===== src/rtl/uart_tx_arb.sv =====
// uart_tx_arb: round-robin scheduler sharing one byte-wide UART transmitter among NREQ producers.
// Optional feature macro UART_ARB_LOCK_EN lets a requester keep ownership across a multi-byte message.
module uart_tx_arb #(
    parameter int NREQ    = 4,
    parameter int BUSY_TO = 16
) (
    input  logic              sys_clk_i,
    input  logic              sys_rst_n_i,
    input  logic [NREQ-1:0]   req_i,
    input  logic [8*NREQ-1:0] dat_i,
    input  logic [NREQ-1:0]   lock_i,
    output logic [NREQ-1:0]   ack_o,
    output logic [NREQ-1:0]   grant_o,
    output logic              uart_wr_o,
    output logic [7:0]        uart_dat_o,
    input  logic              uart_busy_i,
    output logic              busy_o,
    output logic              err_o,
    input  logic              err_clr_i
);
    localparam int IW = $clog2(NREQ);
    localparam int CW = $clog2(BUSY_TO + 1);
    localparam logic [CW-1:0]   TO_CNT = CW'(BUSY_TO);
    localparam logic [NREQ-1:0] ONE    = NREQ'(1);

    typedef enum logic [1:0] {IDLE, LOAD, WAIT_BUSY, WAIT_DONE} state_e;

    state_e          state_q, state_d;
    logic [IW-1:0]   last_q, last_d;
    logic [IW-1:0]   win_q, win_d;
    logic [CW-1:0]   cnt_q, cnt_d;
    logic            err_q, err_d;
    logic [NREQ-1:0] ack_q, ack_d;
    logic [NREQ-1:0] grant_q, grant_d;
    logic            wr_q, wr_d;
    logic [7:0]      udat_q, udat_d;
    logic            busy_q, busy_d;

    logic [NREQ-1:0] eligible;
    logic            found;
    logic [IW-1:0]   cand;
    logic [IW-1:0]   pick;

`ifdef UART_ARB_LOCK_EN
    logic            lock_vld_q, lock_vld_d;
    logic [IW-1:0]   lock_own_q, lock_own_d;
`else
    logic            unused_lock;
    assign unused_lock = ^lock_i;
`endif

    always_comb begin
        state_d  = state_q;
        last_d   = last_q;
        win_d    = win_q;
        cnt_d    = cnt_q;
        udat_d   = udat_q;
        err_d    = err_clr_i ? 1'b0 : err_q;
        eligible = req_i;
        found    = 1'b0;
        cand     = '0;
        pick     = '0;
`ifdef UART_ARB_LOCK_EN
        lock_vld_d = lock_vld_q;
        lock_own_d = lock_own_q;
        // A held lock narrows eligibility to its owner; a dropped lock frees arbitration this same cycle.
        if (state_q == IDLE && lock_vld_q) begin
            if (lock_i[lock_own_q]) begin
                eligible = req_i & (ONE << lock_own_q);
            end else begin
                lock_vld_d = 1'b0;
            end
        end
`endif
        for (int i = 1; i <= NREQ; i++) begin
            cand = IW'((int'(last_q) + i) % NREQ);
            if (!found && eligible[cand]) begin
                found = 1'b1;
                pick  = cand;
            end
        end

        case (state_q)
            IDLE: begin
                if (found && !uart_busy_i) begin
                    win_d   = pick;
                    udat_d  = dat_i[{pick, 3'b000} +: 8];
                    state_d = LOAD;
                end
            end
            LOAD: begin
                cnt_d   = '0;
                state_d = WAIT_BUSY;
            end
            WAIT_BUSY: begin
                // A transmitter that never acknowledges drops the byte; the producer was already acked.
                if (uart_busy_i) begin
                    state_d = WAIT_DONE;
                end else begin
                    cnt_d = cnt_q + CW'(1);
                    if (cnt_d == TO_CNT) begin
                        err_d   = 1'b1;
                        state_d = IDLE;
                    end
                end
            end
            WAIT_DONE: begin
`ifdef UART_ARB_LOCK_EN
                if (lock_i[win_q]) begin
                    lock_vld_d = 1'b1;
                    lock_own_d = win_q;
                end
`endif
                if (!uart_busy_i) begin
                    last_d  = win_q;
                    state_d = IDLE;
                end
            end
            default: state_d = IDLE;
        endcase

        wr_d    = (state_d == LOAD);
        ack_d   = wr_d ? (ONE << win_d) : '0;
        grant_d = (state_d != IDLE) ? (ONE << win_d) : '0;
        busy_d  = (state_d != IDLE);
    end

    always_ff @(posedge sys_clk_i or negedge sys_rst_n_i) begin
        if (!sys_rst_n_i) begin
            state_q <= IDLE;
            last_q  <= IW'(NREQ - 1);
            win_q   <= '0;
            cnt_q   <= '0;
            err_q   <= 1'b0;
            ack_q   <= '0;
            grant_q <= '0;
            wr_q    <= 1'b0;
            udat_q  <= 8'h00;
            busy_q  <= 1'b0;
        end else begin
            state_q <= state_d;
            last_q  <= last_d;
            win_q   <= win_d;
            cnt_q   <= cnt_d;
            err_q   <= err_d;
            ack_q   <= ack_d;
            grant_q <= grant_d;
            wr_q    <= wr_d;
            udat_q  <= udat_d;
            busy_q  <= busy_d;
        end
    end

`ifdef UART_ARB_LOCK_EN
    always_ff @(posedge sys_clk_i or negedge sys_rst_n_i) begin
        if (!sys_rst_n_i) begin
            lock_vld_q <= 1'b0;
            lock_own_q <= '0;
        end else begin
            lock_vld_q <= lock_vld_d;
            lock_own_q <= lock_own_d;
        end
    end
`endif

    assign ack_o      = ack_q;
    assign grant_o    = grant_q;
    assign uart_wr_o  = wr_q;
    assign uart_dat_o = udat_q;
    assign busy_o     = busy_q;
    assign err_o      = err_q;

endmodule


===== config.mk =====
export PLATFORM = sky130hd
export DESIGN_NAME = uart_tx_arb
export DESIGN_NICKNAME = d
export VERILOG_FILES = /design/src/rtl/uart_tx_arb.sv
export SDC_FILE = /design/constraint.sdc
export NUM_CORES = 1
export LEC_CHECK = 0
export ABC_CLOCK_PERIOD_IN_PS = 6790
export CAP_MARGIN = 20
export CORE_ASPECT_RATIO = 1.25
export CORE_UTILIZATION = 47
export DETAILED_ROUTE_END_ITERATION = 12
export PLACE_DENSITY = 0.93
export SKIP_LAST_GASP = 1
export SYNTH_ARGS = -nofsm -noshare
export SYNTH_HDL_FRONTEND = slang
export SYNTH_SLANG_ARGS = --single-unit

===== constraint.sdc =====
create_clock -name sys_clk_i -period 6.79 [get_ports sys_clk_i]
set_clock_uncertainty 0.2 [all_clocks]
set_input_delay 1.0185 -clock sys_clk_i [delete_from_list [all_inputs] [get_ports sys_clk_i]]
set_output_delay 1.0185 -clock sys_clk_i [all_outputs]
set_load 0.1 [all_outputs]

# Word-level counts from Yosys, hierarchy flattened
# Cells that the tools add are included.
[word_totals]
word_cells = 73
regBits = 30
output_inout_bits = 19
[classes]
reduce_logical = 14
n_eq_ne = 6
mux = 31
addsub = 5
n_bitwise = 1
magnitude_cmp = 4
shift = 2
[op_table]
columns = ["cell", "count"]
rows = [
  ["variable part select 32 x 6 -> 8 bit", 1],
  ["2-to-1 mux 2 bit", 10],
  ["< comparator 2 x 3 -> 1 bit, second input constant", 4],
  ["2-to-1 mux 1 bit", 12],
  ["one-hot mux 5 bit (2 select lines)", 1],
  ["binary-select mux 1 bit (select 2 bit)", 4],
  ["2-to-1 mux 4 bit", 2],
  ["one-hot mux 2 bit (4 select lines)", 1],
  ["AND reduction 2 bit", 3],
  ["adder 5 x 1 -> 5 bit, second input constant", 1],
  ["== test 5 bit, second input constant", 1],
  ["2-to-1 mux 5 bit", 1],
  ["adder 2 x 1 -> 2 bit, second input constant", 2],
  ["adder 2 bit, second input constant", 2],
  ["== test 2 x 1 -> 1 bit, second input constant", 2],
  ["== test 2 bit, second input constant", 2],
  ["logical AND 1 bit", 4],
  ["logical NOT 1 bit", 4],
  ["nonzero test 2 bit", 2],
  ["<< shifter 1 x 2 -> 4 bit, first input constant", 1],
  ["logical NOT 2 bit", 1],
  ["inequality test 2 bit, second input constant", 1],
  ["NOT 1 bit", 1],
]

# Logic depth before layout (Yosys ltp)
# Gate-level depths: netlist of the first run.
[depth]
ltp_word = 18
depth_mapped = 8
depth_no_buf = 6

# Worst setup path after synthesis of the first run
# OpenSTA, ideal clock, no wires.
[synth_timing]
path_type = "in2reg"
from = "in req_i[3]"
to = "reg udat_q[0] (netlist: uart_dat_o[0])"
t_arrival_ns = 2.257
n_path_buf = 1
t_required_ns = 6.467
slack_ns = 4.210
setup_time_ns = 0.123
stages = 6
path_cell_list = "a21boi_0 > o21ba_2 > buf_2 > nor2_4 > mux2_2 > o221a_2"
[synth_between]
elab_chain_cells = 14
[synth_rtl]
columns = ["element", "line_no", "text"]
rows = [
  ["start, declared", "9", "input logic [NREQ-1:0] req_i,"],
  ["branches (longest 14 deep; another with binary-select mux 1 bit (select 2 bit))", "n/a", ""],
  ["end signal, assigned", "149", "udat_q <= udat_d;"],
  ["end, declared", "36", "logic [7:0] udat_q, udat_d;"],
]
# Several ways; the timed one is not identified. The select of a mux whose other input is x is not followed.
# A chain may end at the register's enable or synchronous reset.

# Worst setup path after layout of the first run
[layout_timing]
from = "in req_i[0]"
to = "reg grant_q[3] (netlist: grant_o[3])"
[layout_between]
elab_chain_cells = 17
[layout_rtl]
columns = ["element", "line_no", "text"]
rows = [
  ["binary-select mux 1 bit (select 2 bit)", "77", "if (!found && eligible[cand]) begin"],
  ["2-to-1 mux 1 bit (not written as such)", "77", ""],
  ["2-to-1 mux 1 bit", "77", ""],
  ["logical NOT 1 bit", "77", ""],
  ["logical AND 1 bit", "77", ""],
  ["2-to-1 mux 1 bit", "77", ""],
  ["logical NOT 1 bit", "77", ""],
  ["logical AND 1 bit", "77", ""],
  ["[3 not listed]", "n/a", ""],
  ["2-to-1 mux 1 bit", "77", ""],
  ["logical AND 1 bit", "85", "if (found && !uart_busy_i) begin"],
  ["2-to-1 mux 2 bit (*)", "85", ""],
  ["2-to-1 mux 2 bit (*)", "83", "case (state_q)"],
  ["via win_d[1]", "30", "logic [IW-1:0] win_q, win_d;"],
  ["<< shifter 1 x 2 -> 4 bit (*)", "124", "grant_d = (state_d != IDLE) ? (ONE << win_d) : '0;"],
  ["2-to-1 mux 4 bit (*)", "124", ""],
  ["via grant_d[3]", "34", "logic [NREQ-1:0] grant_q, grant_d;"],
  ["end signal, assigned", "147", "grant_q <= grant_d;"],
  ["end, declared", "34", ""],
]
# Mark *: on every way through the listed nets, which the timed path passes. The rest lies on a longest branch. The select of a mux whose other input is x is not followed.

==> results of run 1 <==
## where the power goes
part	total (mW)	internal, mW	switching [mW]	leakage [nW]
clock network	0.227	0.156	0.0707	0.0714
logic	0.636	0.189	0.446	0.513
registers	0.307	0.247	0.0598	0.370
## stage by stage
| stage | setup slack (ns) | cell area, um2 | util, % | power [mW] | std cells |
|---|---|---|---|---|---|
| after floorplan | 4.21 | 1640 | - | 0.784 | 168 |
| after global placement | 3.26 | 2220 | 68.2 | 0.923 | 255 |
| after detailed placement | 3.14 | 2220 | 68.2 | 0.942 | 255 |
| after CTS | 3.43 | 2360 | 72.6 | 1.17 | 263 |
| after global routing | 3.32 | 2360 | 72.6 | 1.22 | 263 |
| final | 3.43 | 2360 | 72.6 | 1.17 | 263 |
## layout make-up
cell class              instances  area (um2)
fillers                       231         891
multi-input cells             119         793
flip-flops and latches         30         753
repair buffers                 59         588
clock buffers                   6        82.6
clock inverters                 2        60.1
well taps                      37        46.3
inverters                      10        37.5
## state kept, by name, summed over array words and instances, names as in the netlist
signal / flops
ack_o: 4
last_q: 2
uart_dat_o: 8
busy_o: 1
err_o: 1
uart_wr_o: 1
state_q: 2
win_q: 2
grant_o: 4
cnt_q: 5
## cells in the final DEF, fill, tap and decap left out, types with 2 or more instances in the layout
| cell type | n |
|---|---|
| o221a_2 | 8 |
| nor3b_1 | 3 |
| dfrtp_1 | 28 |
| a21oi_1 | 4 |
| inv_2 | 2 |
| mux2_2 | 9 |
| bufinv_16 | 2 |
| mux2i_1 | 3 |
| clkdlybuf4s50_1 | 58 |
| clkbuf_8 | 6 |
| a31oi_1 | 9 |
| dfstp_2 | 2 |
| o21ai_0 | 19 |
| nand2_1 | 11 |
| nand2b_1 | 2 |
| nor2b_1 | 2 |
| inv_1 | 8 |
| nor3_1 | 4 |
| nand3_1 | 12 |
| nand4_1 | 2 |
| nor2_1 | 10 |
## layer usage
| layer | part of all wire (%) | up-vias | global-route usage (%) |
|---|---|---|---|
| met5 | 0 | - | 0 |
| li1 | - | 737 | - |
| met4 | 1.8 | 0 | 15.4 |
| met1 | 39 | 736 | 27.6 |
| met2 | 49 | 74 | 44.0 |
| met3 | 11 | 8 | 10.4 |
## worst min-delay path by stage
stage,startpoint,to,cells past startpoint,slack (ns)
floorplan,win_q[0]$_DFF_PN0_,last_q[0]$_DFFE_PN1P_,1,0.28
global placement,win_q[0]$_DFF_PN0_,last_q[0]$_DFFE_PN1P_,1,0.29
detailed placement,win_q[0]$_DFF_PN0_,last_q[0]$_DFFE_PN1P_,1,0.30
CTS,win_q[0]$_DFF_PN0_,last_q[0]$_DFFE_PN1P_,1,0.31
global route,win_q[0]$_DFF_PN0_,last_q[0]$_DFFE_PN1P_,1,0.33
finish,win_q[0]$_DFF_PN0_,last_q[0]$_DFFE_PN1P_,1,0.32
## worst max-delay path, stage by stage
cell and delay, ns:
clkdlybuf4s50_1 0.61, nor4_1 0.11, or3_1 0.56, a2111o_1 0.60
o21ai_2 0.18, nor3b_1 0.26
## kinds of logic after synthesis
| group | after synthesis | synth area share, % |
|---|---|---|
| DFF | 30 | 46.1 |
| buffers and inverters | 19 | 5.43 |
| AOI/OAI and AO/OA | 54 | 23.7 |
| adders and majority gates | 1 | 0.765 |
| muxes | 12 | 8.03 |
| and+or+nand+nor | 52 | 16.0 |
==> flow_summary_export.csv, run 1 <==
group,metric,value,unit
route,first_iter_violations,34,
finish,drive_above_1_share,15.0,%
route,post_drt_wl_per_cell,17.6,um
critical_path,setup.worst_path.end,"grant_o[3]$_DFF_PN0_",
worst_hold_path,hold_path.class,"register to register",
logic_synthesis,yosysWarnings,0,
logic_synthesis,async_reset_ff_share,100,%
finish,synthToLayoutAreaGrowth,44.4,%
sta,relSlewSlack,33.2,%
critical_path,worstPathMaxFanout,11,
logic_synthesis,synth.distinct_cells,45,
grt,grt_start_max_net_pins,31,
critical_path,cp-end-kind,"register",
grt,grt_usage,26.6,%
floorplan,die_w,54.8,um
clocking,cts_buffers,5,
route,antenna_left,0,
clocking,cts_buffer_depth,2,
logic_synthesis,synth_edf_count,0,
clocking,ctsResizeCount,0,
logic_synthesis,synth_area,0.00164,mm2
critical_path,reg2reg_from,"state_q[0]$_DFF_PN0_",
floorplan,fp.coreArea,0.00325,mm2
critical_path,worst_setup_path_start_kind,"input pin",
sta,drv_slew,0,
logic_synthesis,yosys.area.top_type,"dfrtp_1",
clocking,holdBufCountCts,0,
logic_synthesis,syn_avg_cell_area,9.73,um2
sta,finalSetupViolCount,0,
logic_synthesis,yosysTopAreaCellShare,42.8,%
floorplan,rows,23,
grt,grt_pass1_wl,6.77,mm
floorplan,fp.dieH,68.0,um
sta,worst_slew_pin_slew,0.998,ns
finish,nNetsFinal,270,
sta,finalSetupTns,0,ns
power,p_per_area,496,mW/mm2
clocking,clkTransAtPathRegs,0.07,ns
logic_synthesis,synthCells,168,
sta,period_needed,3.36,ns
logic_synthesis,synthTopCellsByCount,"dfrtp_1, o21ai_0, nand3_1",
floorplan,die-area,0.00372,mm2
sta,holdWs,0.319,ns
power,peakVddDrop,0.444,mV
grt,grt_pass1_vias,1485,
placed_design,place.gp.congestion,0.869,
logic_synthesis,synth_area_leaders,"dfrtp_1, mux2_2, o21ai_0",
sta,fin_crit_sh,49.4,%
logic_synthesis,ys_ff_latch,30,
grt,grt-ovfl-total,0,
grt,antenna_found_initial,0,
floorplan,start_util,50.3,%
route,firstDrtPassIters,4,
clocking,cts_setup_buffers,0,
critical_path,cp.arrival,3.34,ns
outcome,status,"complete, no violations",
logic_synthesis,yosysSeqAreaShare,46.1,%
sta,grt_setup_unrepaired,"false",
route,drc_errors,0,
placed_design,dp_hpwl,3.21,mm
critical_path,crit_type,"input pin to register",
sta,max_freq,298,MHz
clocking,clock_latency,0.29,ns
critical_path,ff2ff_setup_slack,4.10,ns
critical_path,crit_path_start,"req_i[0]",
route,wirelength,4.62,mm
logic_synthesis,yosysMostFrequentCell,"dfrtp_1",
logic_synthesis,syn_nets,213,
clocking,cts.root.buffer_cell,"clkbuf_8",
sta,hold_violations,0,
placed_design,port_buffers,58,
job,maxCapViolations,0,
logic_synthesis,synth_ff_type,"dfrtp_1",
power,p_leak,0.954,nW
route,vias,1555,
critical_path,r2r-end,"grant_o[3]$_DFF_PN0_",
critical_path,worstPathRequired,6.78,ns
clocking,cts.sinks,30,
clocking,cts_max_level,2,
route,vias_per_cell,5.91,
clocking,cts_tree,"yes",
floorplan,io_pins,63,
finish,diodes,0,
critical_path,rr_worst_depth,5,
Note: power is estimated with default switching activity, not from simulation.
==> inputs of run 2 (changes only) <==
--- a/config.mk
+++ b/config.mk
@@ -5,12 +5,12 @@
 export SDC_FILE = /design/constraint.sdc
 export NUM_CORES = 1
 export LEC_CHECK = 0
-export ABC_CLOCK_PERIOD_IN_PS = 6790
+export ABC_CLOCK_PERIOD_IN_PS = 3250
 export CAP_MARGIN = 20
 export CORE_ASPECT_RATIO = 1.25
-export CORE_UTILIZATION = 47
+export CORE_UTILIZATION = 44
 export DETAILED_ROUTE_END_ITERATION = 12
-export PLACE_DENSITY = 0.93
+export PLACE_DENSITY = 0.88
 export SKIP_LAST_GASP = 1
 export SYNTH_ARGS = -nofsm -noshare
 export SYNTH_HDL_FRONTEND = slang
==> constraint.sdc (replaced) <==
create_clock -name sys_clk_i -period 3.25 [get_ports sys_clk_i]
set_clock_uncertainty 0.2 [all_clocks]
set_input_delay 0.4875 -clock sys_clk_i [delete_from_list [all_inputs] [get_ports sys_clk_i]]
set_output_delay 0.4875 -clock sys_clk_i [all_outputs]
set_load 0.1 [all_outputs]
==> run 2 against run 1 <==
  * Cell area down 1.3%
  * Non-clock buffer count up 2
  * Sequential power up 110%
  * Critical endpoint is now grant_o[2]$_DFF_PN0_
==> flow_summary_export.csv, run 2 (synthesis results as in run 1) <==
group,metric,value,unit
sta,max_freq,391,MHz
critical_path,worstPathRequired,3.25,ns
placed_design,place.gp.congestion,0.875,
clocking,cts.sinks,30,
power,peakVddDrop,0.778,mV
sta,drv_slew,0,
grt,antenna_found_initial,0,
critical_path,r2r-end,"grant_o[2]$_DFF_PN0_",
sta,finalSetupTns,0,ns
finish,nNetsFinal,272,
route,wirelength,4.42,mm
finish,diodes,0,
clocking,clock_latency,0.28,ns
critical_path,reg2reg_from,"state_q[0]$_DFF_PN0_",
floorplan,fp.coreArea,0.00351,mm2
grt,grt_pass1_wl,7.33,mm
critical_path,worst_setup_path_start_kind,"input pin",
sta,period_needed,2.56,ns
floorplan,rows,24,
critical_path,crit_buf_inv,1,
floorplan,die-area,0.00397,mm2
critical_path,worstPathMaxFanout,11,
worst_hold_path,hold_end,"last_q[1]$_DFFE_PN1P_",
floorplan,start_util,46.5,%
clocking,cts_buffers,5,
route,drc_errors,0,
route,vias,1568,
sta,grt_setup_unrepaired,"false",
placed_design,dp_hpwl,3.15,mm
route,antenna_left,0,
clocking,cts_tree,"yes",
clocking,cts_buffer_depth,2,
floorplan,fp.dieH,70.2,um
clocking,clkTransAtPathRegs,0.06,ns
power,p_leak,0.987,nW
sta,fin_crit_sh,78.7,%
clocking,holdBufCountCts,0,
critical_path,path_cells,"clkdlybuf4s50_1 -> nor4_1 -> or3_1 -> a2111o_1 -> o21ai_2 -> nor3b_1",
route,vias_per_cell,5.87,
clocking,ctsResizeCount,0,
grt,grt_start_max_net_pins,31,
clocking,cts_max_level,2,
grt,grt_pass1_vias,1592,
critical_path,slowest_stage,"clkdlybuf4s50_1",
power,power,2.41,mW
worst_hold_path,hold_path.class,"register to register",
floorplan,io_pins,63,
critical_path,cp.arrival,2.55,ns
critical_path,rr_worst_depth,5,
route,post_drt_wl_per_cell,16.6,um
grt,grt-ovfl-total,0,
critical_path,cpLargestDelayFamily,"simple AND/OR/NAND/NOR gates",
critical_path,crit_type,"input pin to register",
power,p_per_area,1040,mW/mm2
worst_hold_path,worstHoldStart,"win_q[1]$_DFF_PN0_",
outcome,status,"complete, no violations",
finish,synthToLayoutAreaGrowth,42.5,%
finish,final_cell_mix,"clkdlybuf4s50_1, dfrtp_1, buf_4, o21ai_0, nand3_1",
sta,worst_slew_pin_slew,0.588,ns
grt,grt_usage,23.9,%
finish,final_area,0.00233,mm2
worst_hold_path,holdPathStages,2,
floorplan,die_w,56.5,um
critical_path,ff2ff_setup_slack,0.80,ns
sta,hold_violations,0,
placed_design,place_area,0.00219,mm2
sta,finalSetupViolCount,0,
clocking,cts.root.buffer_cell,"clkbuf_8",
route,first_iter_violations,30,
clocking,cts_setup_buffers,0,
finish,mostFrequentLayoutCell,"clkdlybuf4s50_1",
job,maxCapViolations,0,
finish,largest_register_ffs,8,
route,firstDrtPassIters,4,
placed_design,port_buffers,58,
critical_path,cp-end-kind,"register",
finish,drive_above_1_share,24.1,%
sta,relSlewSlack,60.7,%
critical_path,slowest_delay,0.61,ns
-- run 2: cell count changes in the layout (fill, tap and decap cells not counted), sizes merged --
cell	previous run	this run
clkdlybuf4s50	58	39
buf	1	22
-- run 2: per-stage QoR --
stage	setup WS [ns]	hold slack, ns	std cells	util (%)
3_3_place_gp	0.509	0.301	259	62.3
3_5_place_dp	0.440	0.318	259	62.3
5_1_grt	0.569	0.346	267	66.3
4_1_cts	0.702	0.332	267	66.3
2_1_floorplan	1.04	-0.00809	168	-
6_report	0.693	0.328	267	66.3
-- run 2: area by class of cell --
class,count,area [um2]
Sequential cell,30,753
Timing Repair Buffer,61,556
Clock inverter,2,60.1
Tap cell,39,48.8
Inverter,10,37.5
Multi-Input combinational cell,119,793
Fill cell,287,1180
Clock buffer,6,82.6
-- run 2: tightest hold or removal path, cell delays in order, from the launching register on --
cell and delay, ns:
dfrtp_1 0.36, inv_1 0.08, o21ai_0 0.09
-- run 2: per-layer routing --
layer / vias up / GRT usage [%] / share of wire (%)
met3: 10 / 5.19 / 5.2
met2: 54 / 44.2 / 53
met1: 762 / 26.4 / 39
met5: - / 0 / 0
met4: 0 / 8.13 / 2.0
li1: 742 / - / -
-- run 2: how the worst max path moves through the flow --
stage,from,depth (start not counted),slack [ns],end
finish,req_i[0],6,0.69,grant_o[2]$_DFF_PN0_
detailed placement,req_i[0],8,0.44,grant_o[0]$_DFF_PN0_
floorplan,last_q[1]$_DFFE_PN1P_,7,1.04,uart_dat_o[0]$_DFFE_PN0P_
global route,req_i[0],8,0.57,grant_o[2]$_DFF_PN0_
CTS,req_i[0],8,0.70,grant_o[0]$_DFF_PN0_
global placement,req_i[0],6,0.51,grant_o[3]$_DFF_PN0_
-- run 2: where the power goes --
part	leakage (nW)	internal, mW	switching (mW)
clock	0.0714	0.327	0.146
combinational	0.546	0.372	0.921
sequential	0.370	0.517	0.132
total	0.987	1.22	1.20
==> inputs of run 3 (changes only) <==
--- a/config.mk
+++ b/config.mk
@@ -5,12 +5,12 @@
 export SDC_FILE = /design/constraint.sdc
 export NUM_CORES = 1
 export LEC_CHECK = 0
-export ABC_CLOCK_PERIOD_IN_PS = 3250
+export ABC_CLOCK_PERIOD_IN_PS = 2200
 export CAP_MARGIN = 20
 export CORE_ASPECT_RATIO = 1.25
-export CORE_UTILIZATION = 44
+export CORE_UTILIZATION = 39
 export DETAILED_ROUTE_END_ITERATION = 12
-export PLACE_DENSITY = 0.88
+export PLACE_DENSITY = 0.83
 export SKIP_LAST_GASP = 1
 export SYNTH_ARGS = -nofsm -noshare
 export SYNTH_HDL_FRONTEND = slang
==> constraint.sdc (replaced) <==
create_clock -name sys_clk_i -period 2.2 [get_ports sys_clk_i]
set_clock_uncertainty 0.2 [all_clocks]
set_input_delay 0.33 -clock sys_clk_i [delete_from_list [all_inputs] [get_ports sys_clk_i]]
set_output_delay 0.33 -clock sys_clk_i [all_outputs]
set_load 0.1 [all_outputs]
==> run 3 against run 2 <==
  * Critical path type unchanged
  * Clock power increased by 21%
  * Cell area increased by 7.4%
  * Global-route usage decreased by 3.3 points
  * Critical endpoint is now uart_dat_o[3]$_DFFE_PN0P_
==> flow_summary_export.csv, run 3 (synthesis results as in run 1) <==
group,metric,value,unit
grt,grt_util_met3,5.04,%
grt,use_met1,25.0,%
floorplan,io_pins,63,
worst_hold_path,hold_path.class,"input pin to async pin",
floorplan,start_util,41.8,%
critical_path,cpLargestDelayFamily,"buffers and inverters",
outcome,status,"complete, no violations",
clocking,cts_tree,"yes",
route,vias_per_cell,5.46,
finish,final_cell_mix,"buf_4, clkdlybuf4s50_1, dfrtp_1, o21ai_0, nand3_1",
grt,grt_start_max_net_pins,31,
power,p_per_area,1430,mW/mm2
power,power,3.58,mW
critical_path,cp-end-kind,"register",
grt,grt_pass1_wl,6.80,mm
power,p_leak,1.10,nW
critical_path,crit_type,"input pin to register",
grt,use_met2,33.8,%
route,drc_errors,0,
placed_design,port_buffers,58,
grt,grt_usage,20.6,%
clocking,cts.sinks,30,
critical_path,slowest_delay,0.50,ns
finish,mostFrequentLayoutCell,"buf_4",
route,antenna_left,0,
floorplan,rows,25,
critical_path,worstPathMaxFanout,8,
job,maxCapViolations,0,
clocking,cts.root.buffer_cell,"clkbuf_8",
grt,antenna_found_initial,0,
placed_design,place_ws,-0.302,ns
sta,worst_slew_pin_slew,0.579,ns
route,firstDrtPassIters,4,
route,first_iter_violations,94,
finish,nNetsFinal,290,
finish,drive_above_1_share,31.0,%
route,vias,1633,
critical_path,ff2ff_setup_slack,0.08,ns
floorplan,fp.coreArea,0.00391,mm2
finish,fillers,287,
grt,grt_busiest_layer,"met2",
floorplan,die-area,0.00446,mm2
sta,fin_crit_sh,96.7,%
clocking,cts_buffer_depth,2,
critical_path,path_cells,"clkdlybuf4s50_1 -> nor4_2 -> or3_1 -> a2111o_1 -> buf_4 -> o221a_2",
clocking,holdBufCountCts,0,
finish,multi_input_area,821,um2
finish,synthToLayoutAreaGrowth,53.0,%
critical_path,reg2reg_from,"last_q[1]$_DFFE_PN1P_",
clocking,clkTransAtPathRegs,0.06,ns
route,wirelength,4.38,mm
route,post_drt_wl_per_cell,14.6,um
critical_path,cp.arrival,2.09,ns
power,peakVddDrop,0.658,mV
sta,max_freq,470,MHz
placed_design,place.gp.congestion,0.857,
sta,period_needed,2.13,ns
finish,diodes,0,
sta,grt_setup_unrepaired,"false",
sta,relSlewSlack,61.3,%
clocking,cts_buffers,5,
finish,regArea,753,um2
clocking,clock_latency,0.28,ns
sta,hold_violations,0,
grt,grt-ovfl-total,0,
finish,largest_register_ffs,8,
sta,drv_slew,0,
floorplan,die_w,59.9,um
critical_path,worst_setup_path_start_kind,"input pin",
critical_path,slowest_stage,"clkdlybuf4s50_1",
floorplan,fp.dieH,74.4,um
sta,finalSetupTns,0,ns
finish,final_util,64.0,%
sta,finalSetupViolCount,0,
clocking,cts_max_level,2,
placed_design,dp_hpwl,3.13,mm
grt,grt_pass1_vias,1560,
critical_path,worstPathRequired,2.17,ns
sta,fin_ws,0.0734,ns
critical_path,crit_path_start,"req_i[2]",
critical_path,crit_buf_inv,2,
run 3: cell types whose count changed in the layout (fill, tap and decap cells not counted), sizes merged:
cell,change
buf,+18
bufinv,-1
clkdlybuf4s50,-3
dlymetal6s2s,+3
run 3: power breakdown:
group          switching [mW]  internal [mW]  leakage, nW  total [mW]
registers               0.134          0.763        0.370       0.897
clock network           0.208          0.362       0.0573       0.570
logic                    1.43          0.684        0.678        2.11
total                    1.77           1.81         1.10        3.58
run 3: final timing paths:
check,end,cells past startpoint
max in group asynchronous,last_q[0]$_DFFE_PN1P_,2
min in group sys_clk_i,last_q[0]$_DFFE_PN1P_,1
worst min register to register,last_q[0]$_DFFE_PN1P_,1
worst max-delay path,uart_dat_o[3]$_DFFE_PN0P_,6
worst max register to register,uart_dat_o[3]$_DFFE_PN0P_,6
worst min-delay path,ack_o[0]$_DFF_PN0_,2
run 3: stage by stage:
stage	hold slack (ns)	cell area, um2	cells
6_report	0.233	2500	299
3_3_place_gp	0.300	2330	291
5_1_grt	0.264	2500	299
4_1_cts	0.243	2450	298
3_5_place_dp	0.306	2330	291
2_1_floorplan	-0.166	1640	168
run 3: metal layers:
metal	vias up	share of wire [%]
li1	777	-
met1	764	41
met2	82	47
met3	10	9.2
met4	0	2.2
met5	-	0
run 3: final cells by class:
cell class	instances	share of cell area, %
clock buffers	6	3.30
clock inverters	1	1.20
inverters	10	1.50
multi-input cells	119	32.8
flip-flops and latches	30	30.1
well taps	54	2.70
repair buffers	79	28.4
run 3: worst register-to-register path, cell delays in order (launching register included):
cell and delay (ns):
dfstp_2 0.59, mux2i_2 0.27, o22ai_2 0.14, nor2_4 0.12, buf_12 0.13, mux2_2 0.33, o221a_2 0.22
run 3: timing repair:
action,in CTS,in global routing
gates resized for setup,1,10
setup endpoints to repair,1,15
pin swaps,0,2
buffers inserted,0,1
